--- config.mk ---
export PLATFORM = sky130hd
export DESIGN_NAME = irq_pending_ctrl
export DESIGN_NICKNAME = d
export VERILOG_FILES = /design/src/rtl/irq_pending_ctrl.sv
export SDC_FILE = /design/constraint.sdc
export NUM_CORES = 1
export LEC_CHECK = 0
export CAP_MARGIN = 20
export CORE_MARGIN = 5
export CORE_UTILIZATION = 40
export CTS_BUF_LIST = sky130_fd_sc_hd__clkbuf_2 sky130_fd_sc_hd__clkbuf_4 sky130_fd_sc_hd__clkbuf_8
export CTS_CLUSTER_SIZE = 10
export DETAILED_ROUTE_END_ITERATION = 16
export PLACE_DENSITY = 0.75
export SLEW_MARGIN = 20
export SYNTH_ARGS = -nofsm -noshare
export SYNTH_HDL_FRONTEND = slang
export SYNTH_SLANG_ARGS = --single-unit
--- constraint.sdc ---
create_clock -name clk -period 1.76 [get_ports clk]
set_input_delay 0.352 -clock clk [delete_from_list [all_inputs] [get_ports clk]]
set_output_delay 0.352 -clock clk [all_outputs]
set_load 0.01 [all_outputs]
--- src/rtl/irq_pending_ctrl.sv ---
// Interrupt pending/mask controller: edge-captures eight request lines, tracks
// lost events, and presents one unmasked request at a time until acknowledged.
module irq_pending_ctrl (
    input  logic       clk,
    input  logic       rst,
    input  logic [7:0] irq_in,
    input  logic       mask_we,
    input  logic [7:0] mask_din,
    input  logic       irq_ack,
    input  logic       ovr_clr,
    output logic [7:0] req_vec,
    output logic       irq_valid,
    output logic [2:0] irq_id,
    output logic [7:0] overrun,
    output logic [7:0] mask
);

    localparam int unsigned NUM_IRQ = 8;
    localparam int unsigned ID_W    = 3;

    typedef enum logic {
        IDLE    = 1'b0,
        PRESENT = 1'b1
    } state_t;

    state_t               r_state;
    logic [NUM_IRQ-1:0]   r_irq_prev;
    logic [NUM_IRQ-1:0]   r_pending;
    logic [NUM_IRQ-1:0]   r_mask;
    logic [NUM_IRQ-1:0]   r_overrun;
    logic [NUM_IRQ-1:0]   r_req_vec;
    logic                 r_irq_valid;
    logic [ID_W-1:0]      r_irq_id;

    logic [NUM_IRQ-1:0]   w_event;
    logic [NUM_IRQ-1:0]   w_ack_clr;
    logic [NUM_IRQ-1:0]   w_ovr_set;
    logic [NUM_IRQ-1:0]   w_pending_nxt;
    logic [NUM_IRQ-1:0]   w_overrun_nxt;
    logic [NUM_IRQ-1:0]   w_mask_nxt;
    logic [NUM_IRQ-1:0]   w_eligible;
    logic [ID_W-1:0]      w_top_id;

    // Highest set index wins; bit 7 is the highest priority.
    function automatic logic [ID_W-1:0] f_prio(input logic [NUM_IRQ-1:0] v);
        logic [ID_W-1:0] id;
        id = '0;
        for (int i = 0; i < int'(NUM_IRQ); i++) begin
            if (v[i]) id = ID_W'(i);
        end
        return id;
    endfunction

    always_comb begin
        w_event   = irq_in & ~r_irq_prev;
        w_ack_clr = '0;
        if (r_state == PRESENT && irq_ack) begin
            w_ack_clr = NUM_IRQ'(1) << r_irq_id;
        end
        // An event landing on the line being acknowledged re-arms it without overrun.
        w_ovr_set     = w_event & r_pending & ~w_ack_clr;
        w_pending_nxt = (r_pending & ~w_ack_clr) | w_event;
        w_overrun_nxt = (ovr_clr ? '0 : r_overrun) | w_ovr_set;
        w_mask_nxt    = mask_we ? mask_din : r_mask;
        w_eligible    = r_pending & ~r_mask;
        w_top_id      = f_prio(w_eligible);
    end

    always_ff @(posedge clk) begin
        if (rst) begin
            r_state     <= IDLE;
            r_irq_prev  <= '0;
            r_pending   <= '0;
            r_mask      <= '0;
            r_overrun   <= '0;
            r_req_vec   <= '0;
            r_irq_valid <= 1'b0;
            r_irq_id    <= '0;
        end else begin
            r_irq_prev <= irq_in;
            r_pending  <= w_pending_nxt;
            r_mask     <= w_mask_nxt;
            r_overrun  <= w_overrun_nxt;
            r_req_vec  <= w_pending_nxt & ~w_mask_nxt;
            case (r_state)
                IDLE: begin
                    if (w_eligible != '0) begin
                        r_irq_id    <= w_top_id;
                        r_irq_valid <= 1'b1;
                        r_state     <= PRESENT;
                    end else begin
                        r_irq_valid <= 1'b0;
                    end
                end
                PRESENT: begin
                    // No pre-emption: hold the presented id until acknowledged.
                    if (irq_ack) begin
                        r_irq_valid <= 1'b0;
                        r_state     <= IDLE;
                    end
                end
                default: begin
                    r_irq_valid <= 1'b0;
                    r_state     <= IDLE;
                end
            endcase
        end
    end

    assign req_vec   = r_req_vec;
    assign irq_valid = r_irq_valid;
    assign irq_id    = r_irq_id;
    assign overrun   = r_overrun;
    assign mask      = r_mask;

endmodule

==> impl_metrics.py <==
metrics = {
    "outcome": {
        "outcome": "finished clean",
    },
    "sta": {
        "fmax_mhz": 615,
        "relSlewSlack": 0.761,
        "finClkSkew_ns": 0.00581,
        "slew_viol_final": 0,
        "setup_viol": 0,
        "timing.final.crit_share": 0.924,
        "tightest_slew_ns": 0.358,
        "rsz0062_at_grt": "false",
        "hold_viol_final": 0,
        "whs_ns": 0.525,
        "fin_crit_ns": 1.63,
        "worst_slack_ns": 0.135,
    },
    "critical_path": {
        "endpoint_kind": "output pin",
        "crit_buf_inv": 1,
        "cp_max_fo": 8,
        "rr_worst_depth": 4,
        "path_class": "reg -> out",
        "cp.arrival_ns": 1.27,
        "slowest_delay_ns": 0.57,
        "path_cells": "clkdlybuf4s50_1",
        "rr_endpoint": "overrun[2]$_SDFF_PP0_",
        "cp_top_family": "buffers and inverters",
        "r2r_setup_slack_ns": 0.31,
        "critPathSlowestCell": "clkdlybuf4s50_1",
        "r2r_start": "r_state$_SDFF_PP0_",
        "start_kind": "flip-flop",
        "cp.required_ns": 1.41,
    },
    "synthesis": {
        "synth_enable_flop_cells": 0,
        "synthFlopType": "dfxtp_1",
        "yosysMostFrequentCell": "dfxtp_1",
        "syn_avg_cell_area_um2": 9.99,
        "ys_top_cells_by_area": "dfxtp_1 54%, and2_1 6.0%, nand2b_1 5.2%",
        "syn_inst": 168,
        "synth_fp_nets": 189,
        "netlist.area_leader.share": 0.537,
        "yosys.area.top_type": "dfxtp_1",
        "synthesis.area_mm2": 0.00168,
        "synth_seq_cells": 45,
        "synth_async_sr_flop_share": 0,
        "ys.warnings.count": 0,
        "synth_common_cells": "45 x dfxtp_1, 16 x and2_1, 14 x nand2b_1",
        "synth_cell_types": 36,
        "yosysSeqAreaShare": 0.537,
    },
    "pwr": {
        "p_per_area_mw_per_mm2": 939,
        "clkPwrFrac": 0.310,
        "intPower_uw": 1660,
        "p_comb_frac": 0.166,
        "seq_power_share": 0.524,
        "p_leak_uw": 0.000905,
        "peakVddDrop_mv": 0.573,
        "switching_power_uw": 522,
        "swShare": 0.240,
    },
    "floorplan": {
        "rows": 23,
        "ioPinCount": 49,
        "die-area_mm2": 0.00559,
        "start_util": 0.416,
        "coreArea_mm2": 0.00403,
        "die_height_um": 74.8,
        "dieWidth_um": 74.8,
    },
    "cells_and_area": {
        "nFillCells": 368,
        "area_growth_pct": 38.4,
        "num_antenna_cells": 0,
        "drive_above_1_share": 0.0950,
        "nets": 241,
        "utilization": 0.576,
    },
    "global_routing": {
        "met2_usage": 0.221,
        "grt_pass1_vias": 1251,
        "grt_use_met3": 0.0441,
        "grt_start_max_net_pins": 19,
        "grt_pass1_wl_mm": 5.81,
        "grt_busiest_layer": "met2",
        "met1_usage": 0.175,
        "antenna_found_initial": 0,
        "grt_usage": 0.139,
        "overflow": 0,
    },
    "routing": {
        "dr.pass1.iters": 5,
        "drt-vias-per-instance": 4.85,
        "routed_wirelength_mm": 3.62,
        "wire_per_inst_um": 13.4,
        "drc": 0,
        "postRouteAntennaNets": 0,
        "vias": 1313,
        "dr.first_iter.drc_count": 113,
    },
    "place": {
        "gp_congestion": 0.820,
        "io_buffers": 48,
        "hpwl_mm": 2.71,
        "post-place-ws_ns": -0.0342,
    },
    "worst_hold_path": {
        "min_from": "r_pending[2]$_SDFF_PP0_",
        "hold_path_depth": 2,
        "holdCritPathClass": "reg -> reg",
        "holdPathEnd": "r_pending[2]$_SDFF_PP0_",
    },
    "clock_tree": {
        "numCtsBuffers": 5,
        "cts_max_level": 2,
        "cts.sinks": 45,
        "holdBufCountCts": 0,
        "clockBufferDepth": 2,
        "tritoncts": "done",
        "insertion_delay_ns": 0.29,
        "clk_pin_slew_worst_paths_ns": 0.08,
        "cts-root-buf": "clkbuf_8",
    },
    "run": {
        "max_cap_violations": 0,
    },
}
cell usage in the layout (no fill, tap or decap), types with 2 or more instances in the layout:
cell type        instances
mux2i_1                  8
inv_1                    9
dfxtp_2                  2
o21a_1                   2
o21ai_0                  7
a21oi_1                  9
nor2b_1                 11
o22ai_1                  8
and2_1                  16
nand2_1                  3
dfxtp_1                 43
clkdlybuf4s50_1         48
buf_4                    4
a31oi_1                  2
nor2_1                   8
nand2b_1                14
clkbuf_8                 7
how the worst max path moves through the flow:
| stage | start | to | slack [ns] | depth (start not counted) |
|---|---|---|---|---|
| after global routing | mask[2]$_SDFF_PP0_ | mask[2] | 0.08 | 1 |
| after global placement | irq_ack | overrun[2]$_SDFF_PP0_ | -0.04 | 5 |
| after floorplan | mask[7]$_SDFF_PP0_ | irq_id[1]$_SDFFE_PP0P_ | 0.43 | 4 |
| after detailed placement | irq_ack | overrun[2]$_SDFF_PP0_ | -0.03 | 5 |
| final | irq_id[0]$_SDFFE_PP0P_ | irq_id[0] | 0.13 | 1 |
| after CTS | irq_id[0]$_SDFFE_PP0P_ | irq_id[0] | 0.003 | 1 |
cell type report:
| type | count | area [um2] | area share |
|---|---|---|---|
| sequential | 45 | 903 | 0.389 |
| inverter | 9 | 33.8 | 0.0145 |
| timing repair buffer | 52 | 510 | 0.220 |
| multi-input combinational | 107 | 711 | 0.306 |
| clock inverter | 1 | 5.00 | 0.00216 |
| tap | 50 | 62.6 | 0.0269 |
| clock buffer | 7 | 96.3 | 0.0415 |
registers in the layout, indices dropped and copies added (netlist names):
register	count
mask	8
overrun	8
r_irq_prev	8
r_pending	8
req_vec	8
irq_id	3
irq_valid	1
r_state	1
stage by stage:
stage	std cells	setup TNS, ns	cell area (um2)	power [uW]
CTS	271	0	2320	2200
global route	271	0	2320	2290
floorplan	168	0	1680	1350
finish	271	0	2320	2180
detailed placement	263	-0.0534	2220	1530
global placement	263	-0.0809	2220	1530
worst register-to-register path: stages (launching register included):
cell,delay [ns]
dfxtp_1,0.49
nand3_1,0.24
o31ai_1,0.32
o22ai_1,0.13
and2_1,0.16
cells by family (layout without fill, tap and decap cells):
kind of cell	after synthesis	after routing	share of synthesized area
buffers and inverters	16	69	0.0395
flip-flops	45	45	0.537
multiplexers	9	9	0.0567
AO/OA/AOI/OAI	37	37	0.139
AND/OR/NAND/NOR	61	61	0.228
repair_timing:
item,CTS,global route
resized for setup,0,2
setup endpoints to repair,0,2
endpoints found under the hold margin,0,0
setup buffers,0,0
power groups by stage:
stage	logic [uW]	registers (uW)	clock network, uW
after floorplan	177	1170	0
after global placement	362	1160	0
final	363	1140	675
after CTS	366	1140	694
after detailed placement	364	1160	0
after global routing	397	1150	741
per-layer routing:
layer	vias up	wire [um]
li1	668	-
met1	594	1650
met2	42	1650
met3	9	265
met4	0	61
met5	-	0
Power figures use the tool's default switching activity.
